File: src/rtl/control_sequencer.sv
// Hardwired control sequencer for a small accumulator-bus CPU (fetch + ldi/jal/jr/add/halt).
// Latency: every state lasts one clk; outputs are registered alongside the state register.
// Backpressure: none; the sequence free-runs until HALT, and only clr restarts it.
module control_sequencer (
   input  logic        clk,
   input  logic        clr,
   input  logic [31:0] ir,
   output logic        pc_out,
   output logic        pc_increment,
   output logic        pc_enable,
   output logic        mar_enable,
   output logic        read,
   output logic        mdr_enable,
   output logic        mdr_out,
   output logic        ir_enable,
   output logic        y_enable,
   output logic        z_enable,
   output logic        zlo_out,
   output logic        c_sign_extended_out,
   output logic        gra,
   output logic        grb,
   output logic        grc,
   output logic        r_in,
   output logic        r_out,
   output logic        ba_out,
   output logic        r8_enable,
   output logic        run,
   output logic [4:0]  state
);

   typedef enum logic [4:0] {
      S_RST  = 5'd0,
      S_T0   = 5'd1,
      S_T1   = 5'd2,
      S_T2   = 5'd3,
      S_LDI3 = 5'd4,
      S_LDI4 = 5'd5,
      S_LDI5 = 5'd6,
      S_JAL3 = 5'd7,
      S_JAL4 = 5'd8,
      S_JR3  = 5'd9,
      S_ADD3 = 5'd10,
      S_ADD4 = 5'd11,
      S_ADD5 = 5'd12,
      S_HALT = 5'd13
   } state_t;

   typedef struct packed {
      logic pc_out;
      logic pc_increment;
      logic pc_enable;
      logic mar_enable;
      logic read;
      logic mdr_enable;
      logic mdr_out;
      logic ir_enable;
      logic y_enable;
      logic z_enable;
      logic zlo_out;
      logic c_sign_extended_out;
      logic gra;
      logic grb;
      logic grc;
      logic r_in;
      logic r_out;
      logic ba_out;
      logic r8_enable;
   } ctrl_t;

   localparam logic [4:0] OP_LDI  = 5'b01001;
   localparam logic [4:0] OP_JAL  = 5'b10011;
   localparam logic [4:0] OP_JR   = 5'b10100;
   localparam logic [4:0] OP_ADD  = 5'b00011;
   localparam logic [4:0] OP_HALT = 5'b11011;

   state_t state_q, state_d;
   ctrl_t  ctrl_q, ctrl_d;
   logic   run_q, run_d;

   logic [4:0] opcode;
   logic       unused_ir_bits;

   assign opcode         = ir[31:27];
   assign unused_ir_bits = ^ir[26:0];

   // Control word for a given state; anything not listed stays 0.
   function automatic ctrl_t decode(input state_t s);
      ctrl_t c;
      c = '0;
      case (s)
         S_T0: begin
            c.pc_out       = 1'b1;
            c.mar_enable   = 1'b1;
            c.pc_increment = 1'b1;
            c.z_enable     = 1'b1;
         end
         S_T1: begin
            c.read       = 1'b1;
            c.mdr_enable = 1'b1;
            c.zlo_out    = 1'b1;
            c.pc_enable  = 1'b1;
         end
         S_T2: begin
            c.mdr_out   = 1'b1;
            c.ir_enable = 1'b1;
         end
         S_LDI3: begin
            c.grb      = 1'b1;
            c.ba_out   = 1'b1;
            c.y_enable = 1'b1;
         end
         S_LDI4: begin
            c.c_sign_extended_out = 1'b1;
            c.z_enable            = 1'b1;
         end
         S_LDI5, S_ADD5: begin
            c.zlo_out = 1'b1;
            c.gra     = 1'b1;
            c.r_in    = 1'b1;
         end
         S_JAL3: begin
            c.pc_out    = 1'b1;
            c.r8_enable = 1'b1;
         end
         S_JAL4, S_JR3: begin
            c.gra       = 1'b1;
            c.r_out     = 1'b1;
            c.pc_enable = 1'b1;
         end
         S_ADD3: begin
            c.grb      = 1'b1;
            c.r_out    = 1'b1;
            c.y_enable = 1'b1;
         end
         S_ADD4: begin
            c.grc      = 1'b1;
            c.r_out    = 1'b1;
            c.z_enable = 1'b1;
         end
         default: c = '0;
      endcase
      return c;
   endfunction

   // Next-state logic; dispatch samples the opcode on the edge that leaves T2,
   // so ir must already hold the fetched instruction at that edge.
   always_comb begin
      state_d = state_q;
      case (state_q)
         S_RST:  state_d = S_T0;
         S_T0:   state_d = S_T1;
         S_T1:   state_d = S_T2;
         S_T2: begin
            case (opcode)
               OP_LDI:  state_d = S_LDI3;
               OP_JAL:  state_d = S_JAL3;
               OP_JR:   state_d = S_JR3;
               OP_ADD:  state_d = S_ADD3;
               OP_HALT: state_d = S_HALT;
               default: state_d = S_T0;
            endcase
         end
         S_LDI3: state_d = S_LDI4;
         S_LDI4: state_d = S_LDI5;
         S_LDI5: state_d = S_T0;
         S_JAL3: state_d = S_JAL4;
         S_JAL4: state_d = S_T0;
         S_JR3:  state_d = S_T0;
         S_ADD3: state_d = S_ADD4;
         S_ADD4: state_d = S_ADD5;
         S_ADD5: state_d = S_T0;
         S_HALT: state_d = S_HALT;
         default: state_d = S_RST;
      endcase
      ctrl_d = decode(state_d);
      run_d  = (state_d != S_RST) && (state_d != S_HALT);
   end

   // State and its decoded control word are registered together, so the
   // outputs are glitch-free and always match the visible state.
   always_ff @(posedge clk) begin
      if (clr) begin
         state_q <= S_RST;
         ctrl_q  <= '0;
         run_q   <= 1'b0;
      end else begin
         state_q <= state_d;
         ctrl_q  <= ctrl_d;
         run_q   <= run_d;
      end
   end

   assign pc_out              = ctrl_q.pc_out;
   assign pc_increment        = ctrl_q.pc_increment;
   assign pc_enable           = ctrl_q.pc_enable;
   assign mar_enable          = ctrl_q.mar_enable;
   assign read                = ctrl_q.read;
   assign mdr_enable          = ctrl_q.mdr_enable;
   assign mdr_out             = ctrl_q.mdr_out;
   assign ir_enable           = ctrl_q.ir_enable;
   assign y_enable            = ctrl_q.y_enable;
   assign z_enable            = ctrl_q.z_enable;
   assign zlo_out             = ctrl_q.zlo_out;
   assign c_sign_extended_out = ctrl_q.c_sign_extended_out;
   assign gra                 = ctrl_q.gra;
   assign grb                 = ctrl_q.grb;
   assign grc                 = ctrl_q.grc;
   assign r_in                = ctrl_q.r_in;
   assign r_out               = ctrl_q.r_out;
   assign ba_out              = ctrl_q.ba_out;
   assign r8_enable           = ctrl_q.r8_enable;
   assign run                 = run_q;
   assign state               = state_q;

endmodule

File: config.mk
export PLATFORM = sky130hd
export DESIGN_NAME = control_sequencer
export DESIGN_NICKNAME = d
export VERILOG_FILES = /design/src/rtl/control_sequencer.sv
export SDC_FILE = /design/constraint.sdc
export NUM_CORES = 1
export LEC_CHECK = 0
export ABC_AREA = 1
export CORE_MARGIN = 2
export CORE_UTILIZATION = 35
export CTS_BUF_LIST = sky130_fd_sc_hd__clkbuf_4 sky130_fd_sc_hd__clkbuf_8
export DETAILED_ROUTE_END_ITERATION = 8
export PLACE_DENSITY = 0.79
export SLEW_MARGIN = 40
export SYNTH_ARGS = -nofsm -noshare
export SYNTH_HDL_FRONTEND = slang
export SYNTH_SLANG_ARGS = --single-unit
File: constraint.sdc
create_clock -name clk -period 1.4 [get_ports clk]
set_clock_uncertainty 0.05 [all_clocks]
set_input_delay 0.28 -clock clk [delete_from_list [all_inputs] [get_ports clk]]
set_output_delay 0.28 -clock clk [all_outputs]
set_load 0.02 [all_outputs]
==> results of run 1 <==
worst max path at each step:
stage,slack (ps),end,cells past startpoint
finish,-20,pc_enable$_SDFF_PP0_,11
global route,-140,pc_out$_SDFF_PP0_,11
CTS,-4,pc_out$_SDFF_PP0_,8
detailed placement,-460,grb$_SDFF_PP0_,12
global placement,-390,grb$_SDFF_PP0_,12
floorplan,10,grb$_SDFF_PP0_,12
per-layer routing:
| metal | up-vias | part of all wire |
|---|---|---|
| li1 | 496 | - |
| met1 | 439 | 0.36 |
| met2 | 29 | 0.57 |
| met3 | 7 | 0.049 |
| met4 | 0 | 0.026 |
| met5 | - | 0 |
cell families after synthesis:
logic type	count (synthesis)	synth area share
buf+inv	31	0.142
simple gates	75	0.380
other cells	1	0.00377
flops	20	0.403
compound gates	11	0.0705
per-stage QoR:
step	power, uW	util	area [um^2]	hold slack [ps]
after global placement	941	0.494	1350	508
after detailed placement	952	0.494	1350	519
after global routing	1340	0.535	1460	564
final	1270	0.535	1460	538
after CTS	1270	0.518	1420	545
after floorplan	825	-	998	505
cell type report:
| cell class | count | area, um^2 |
|---|---|---|
| flip-flops and latches | 20 | 415 |
| repair buffers | 44 | 378 |
| fillers | 266 | 1270 |
| multi-input cells | 87 | 507 |
| well taps | 31 | 38.8 |
| clock buffers | 4 | 36.3 |
| inverters | 23 | 87.6 |
cell usage in the layout (no fill, tap or decap), types with 5 or more instances in the layout:
cell type      count
dlygate4sd2_1     25
nand2_1           24
nor2_1            16
dfxtp_1           16
inv_1             14
buf_4             12
nand2_2           10
inv_2              8
nand3_1            8
a21oi_1            5
nor2_4             5
power by group through the flow:
stage	Clock [uW]	Combinational [uW]	Sequential, uW
floorplan	0	154	672
global placement	0	307	634
detailed placement	0	316	636
CTS	342	306	620
global route	372	339	626
finish	337	310	620
critical path: stages:
cell             delay, ps
clkdlybuf4s50_1        470
inv_2                   60
nor2_4                 120
nand2_2                 60
nand3_1                 80
nand2_1                 70
nand2_2                130
nand2_2                 90
nor2_4                 140
nand2_2                 70
o21ai_2                 50
repair_timing:
action                                  CTS  global route
resized for setup                        43            17
endpoints found under the setup margin   34            14
pin swaps                                 7            12
setup buffers                             4             1
==> reports/qor.csv, run 1 <==
metric,value,unit
drv_cap,0,
netlist_instances,138,
synth_cell_types,27,
top_usage_layer,met2,
synth_common_cells,"nand2_1, nor2_1, dfxtp_1, inv_1, nand3_1",
cp-start-kind,input port,
ir_drop,0.687,mV
cts.sinks,20,
synth_area,993,um^2
hold_path_startpoint,state[0]$_SDFF_PP0_,
violations,setup timing,
hold_class,register to register,
yosysMostFrequentCell,nand2_1,
r2r_cells,8,
fin_crit_sh,1.01,
hpwl,1740,um
wirelength,2290,um
grt_pass1_wl,3930,um
viasPerCell,4.65,
preCtsSetupSlack,-464,ps
use_met1,0.148,
die_x,57.3,um
swShare,0.310,
drt_iter0_drc,14,
ctsHoldBuffers,0,
fmax,704,MHz
numCtsBuffers,3,
rows,19,
detail-route-antenna-nets,0,
nets,213,
dieHeight,57.3,um
area_growth,47.2,%
p_clk_frac,0.266,
sequentialPowerShare,0.490,
wl_per_cell,11.0,um
grt_max_degree,12,
p_per_area,866,nW/um^2
worstPathRequired,1600,ps
gr-usage-met2,0.284,
n_antenna_cell,0,
avgSynthCellArea,7.20,um^2
p_sw,393,uW
cts_root_buffer,clkbuf_4,
fin_cells,209,
rrSetupSlack,-20,ps
synth-seq-cells,20,
timing.rr.start,state[2]$_SDFF_PP0_,
core,2730,um^2
ys.flop_type,dfxtp_1,
path_class,input port to register,
power_frac_comb,0.245,
synth_top_area_cell,dfxtp_1,
finalSetupTns,-46.0,ps
cp_max_fo,5,
dp.cells,200,
ys_async_sr_fraction,0,
critPathLaunch,ir[31],
leakagePower,0.000767,uW
rsz0062_at_grt,yes,
status,finished with violations,
drive_above_1_share,0.343,
ys_seq_area_frac,0.403,
timing.rr.end,pc_enable$_SDFF_PP0_,
cp-end-kind,register,
grt_use_met3,0.0317,
cp.arrival,1620,ps
yosys_warnings,0,
clockBufferDepth,2,
hold_violations,0,
drv_slew,0,
ys_top_cells_by_area,"dfxtp_1, nand2_1, nor2_1, inv_1, nand3_1",
synth_edf_count,0,
antenna_found_initial,0,
path_clk_slew,110,ps
dieArea,3280,um^2
synth_top_area_share,0.403,
io_pins,59,
start_util,0.363,
largest_reg_flops,4,
grt_pass1_vias,969,
htreeDepth,1,
groute.usage.overall,0.154,
via_count,971,
gp_congestion,0.814,
drc,0,
worst_slack,-20.0,ps
tritoncts,built,
period_minus_slack,1420,ps
hold-path-cell-count,3,
clk_latency,310,ps
internal_power,874,uW
grt_overflow,0,
setup_viol,4,
min_to,mdr_out$_SDFF_PP0_,
firstDrtPassIters,4,
synthesis.nets,172,
port_buffers,30,
Note: power is estimated with default switching activity, not from simulation.
==> run 2: changes to the inputs <==
--- a/config.mk
+++ b/config.mk
@@ -6,9 +6,11 @@
 export NUM_CORES = 1
 export LEC_CHECK = 0
 export ABC_AREA = 1
+export CAP_MARGIN = 30
 export CORE_MARGIN = 2
 export CORE_UTILIZATION = 35
 export CTS_BUF_LIST = sky130_fd_sc_hd__clkbuf_4 sky130_fd_sc_hd__clkbuf_8
+export CTS_CLUSTER_SIZE = 40
 export DETAILED_ROUTE_END_ITERATION = 8
 export PLACE_DENSITY = 0.79
 export SLEW_MARGIN = 40
==> results of run 2 <==
Final layout, timing and power as in run 1 (identical DEF).
==> run 3: changes to the inputs <==
--- a/config.mk
+++ b/config.mk
@@ -7,7 +7,7 @@
 export LEC_CHECK = 0
 export ABC_AREA = 1
 export CAP_MARGIN = 30
-export CORE_MARGIN = 2
+export CORE_MARGIN = 1.5
 export CORE_UTILIZATION = 35
 export CTS_BUF_LIST = sky130_fd_sc_hd__clkbuf_4 sky130_fd_sc_hd__clkbuf_8
 export CTS_CLUSTER_SIZE = 40
@@ -17,3 +17,4 @@
 export SYNTH_ARGS = -nofsm -noshare
 export SYNTH_HDL_FRONTEND = slang
 export SYNTH_SLANG_ARGS = --single-unit
+export TNS_END_PERCENT = 5
==> run 3 against run 2 <==
Against the previous run:
- combinational power about the same
- non-clock buffer count did not move
- total power grew 10%
- final cell count unchanged
- the flow still finishes with violations (setup timing)
- sequential cell count unchanged
==> reports/qor.csv, run 3 (synthesis results as in run 1) <==
metric,value,unit,change
rows,19,,unchanged
grt_max_degree,13,,was 12
io_pins,59,,unchanged
clk_latency,290,ps,was 310 ps
total_power,1400,uW,was 1270 uW
drv_slew,0,,unchanged
final_cell_mix,"dlygate4sd2_1, nand2_1, nor2_1",,"was dlygate4sd2_1, nand2_1, nor2_1, dfxtp_1, inv_1"
hold_class,input port to register,,was register to register
nets,213,,unchanged
dieHeight,56.3,um,was 57.3 um
via_count,979,,was 971
hold_slack,519,ps,was 538 ps
leakagePower,0.000791,uW,was 0.000767 uW
rrSetupSlack,-20,ps,about the same
status,finished with violations,,unchanged
fin_crit_sh,1.01,,about the same
viasPerCell,4.68,,was 4.65
grt_pass1_vias,895,,was 969
cts.sinks,20,,unchanged
drive_above_1_share,0.326,,was 0.343
antenna_found_initial,0,,unchanged
detail-route-antenna-nets,0,,unchanged
hold-path-cell-count,6,,was 3
fillCellCount,263,,was 266
path_class,register to register,,was input port to register
htreeDepth,1,,unchanged
p_per_area,963,nW/um^2,was 866 nW/um^2
start_util,0.363,,unchanged
violations,setup timing,,unchanged
numCtsBuffers,3,,unchanged
cp-end-kind,register,,unchanged
ctsHoldBuffers,0,,unchanged
endpoint,pc_enable$_SDFF_PP0_,,unchanged
fmax,705,MHz,was 704 MHz
fin_area,1450,um^2,was 1460 um^2
wl_per_cell,11.3,um,was 11.0 um
core,2730,um^2,unchanged
die_x,56.3,um,was 57.3 um
drc,0,,unchanged
finalSetupTns,-30.6,ps,was -46.0 ps
firstDrtPassIters,4,,unchanged
area_growth,46.1,%,was 47.2%
drv_cap,0,,unchanged
timing.rr.start,state[1]$_SDFF_PP0_,,was state[2]$_SDFF_PP0_
final_common_cell,dlygate4sd2_1,,unchanged
r2r_cells,8,,unchanged
grt_overflow,0,,unchanged
period_minus_slack,1420,ps,about the same
hpwl,1740,um,about the same
drt_iter0_drc,26,,was 14
cts_root_buffer,clkbuf_4,,unchanged
hold_violations,0,,unchanged
groute.usage.overall,0.144,,was 0.154
placed_cell_area,1350,um^2,unchanged
worstPathRequired,1590,ps,was 1600 ps
ir_drop,0.794,mV,was 0.687 mV
path_clk_slew,110,ps,about the same
clockBufferDepth,2,,unchanged
rsz0062_at_grt,yes,,unchanged
grt_pass1_wl,3620,um,was 3930 um
cp-start-kind,register,,was input port
worst_slack,-19.4,ps,was -20.0 ps
setup_viol,3,,was 4
port_buffers,30,,unchanged
wirelength,2360,um,was 2290 um
n_antenna_cell,0,,unchanged
gp_congestion,0.836,,was 0.814
dieArea,3170,um^2,was 3280 um^2
cp_max_fo,8,,was 5
timing.rr.end,pc_enable$_SDFF_PP0_,,unchanged
cp.arrival,1610,ps,was 1620 ps
largest_reg_flops,4,,unchanged
critPathLaunch,state[1]$_SDFF_PP0_,,was ir[31]
tritoncts,built,,unchanged
run 3: cell count changes in the layout (fill, tap and decap cells not counted), sizes merged:
cell and delta:
dlymetal6s2s +1, bufinv +1, clkdlybuf4s15 -2, buf +1, clkdlybuf4s50 -1
run 3: what timing repair did:
action | 4_1_cts | 5_1_grt
pin swaps | 2 | 11
endpoints found under the setup margin | 34 | 14
resized for setup | 40 | 17
buffers inserted | 0 | 5
run 3: area by class of cell:
cell class | count | area, um^2 | share of cell area
Inverter | 23 | 92.6 | 0.0638
Multi-Input combinational cell | 87 | 484 | 0.334
Timing Repair Buffer | 44 | 368 | 0.253
Sequential cell | 20 | 415 | 0.286
Clock inverter | 1 | 30.0 | 0.0207
Tap cell | 31 | 38.8 | 0.0267
Clock buffer | 3 | 22.5 | 0.0155
run 3: worst max-delay path: stages, from the launching register on:
cell     delay, ps
dfxtp_4        420
nand2_4         70
nor3_4         220
nand2_1        100
nand2_2        130
nand2_2         80
nor2_4         150
nand2_2         90
o21ai_2         60
run 3: per-stage QoR:
stage               utilization  std cells  worst slack (ps)
global route              0.531        209              -152
floorplan                     -        138              9.67
global placement          0.494        200              -386
finish                    0.531        209             -19.4
CTS                       0.510        204             -11.4
detailed placement        0.494        200              -494
run 3: worst min path at each step:
stage / from / to / slack [ps]
CTS: state[0]$_SDFF_PP0_ / zlo_out$_SDFF_PP0_ / 530
global route: state[0]$_SDFF_PP0_ / zlo_out$_SDFF_PP0_ / 570
global placement: state[0]$_SDFF_PP0_ / zlo_out$_SDFF_PP0_ / 510
detailed placement: state[0]$_SDFF_PP0_ / zlo_out$_SDFF_PP0_ / 520
finish: ir[31] / state[0]$_SDFF_PP0_ / 520
floorplan: clr / r_out$_SDFF_PP0_ / 500
run 3: metal layers:
metal  up-vias  wire length (um)  GRT usage
li1        495                 -          -
met1       439               824      0.151
met2        43              1380      0.289
met3         2               132     0.0138
met4         0                19     0.0510
met5         -                 0          0
run 3: power by group:
| part | leakage [uW] | internal, uW | switching, uW |
|---|---|---|---|
| sequential | 0.000166 | 597 | 24.8 |
| combinational | 0.000597 | 122 | 189 |
| clock | 0.0000279 | 289 | 175 |
| total | 0.000791 | 1010 | 389 |
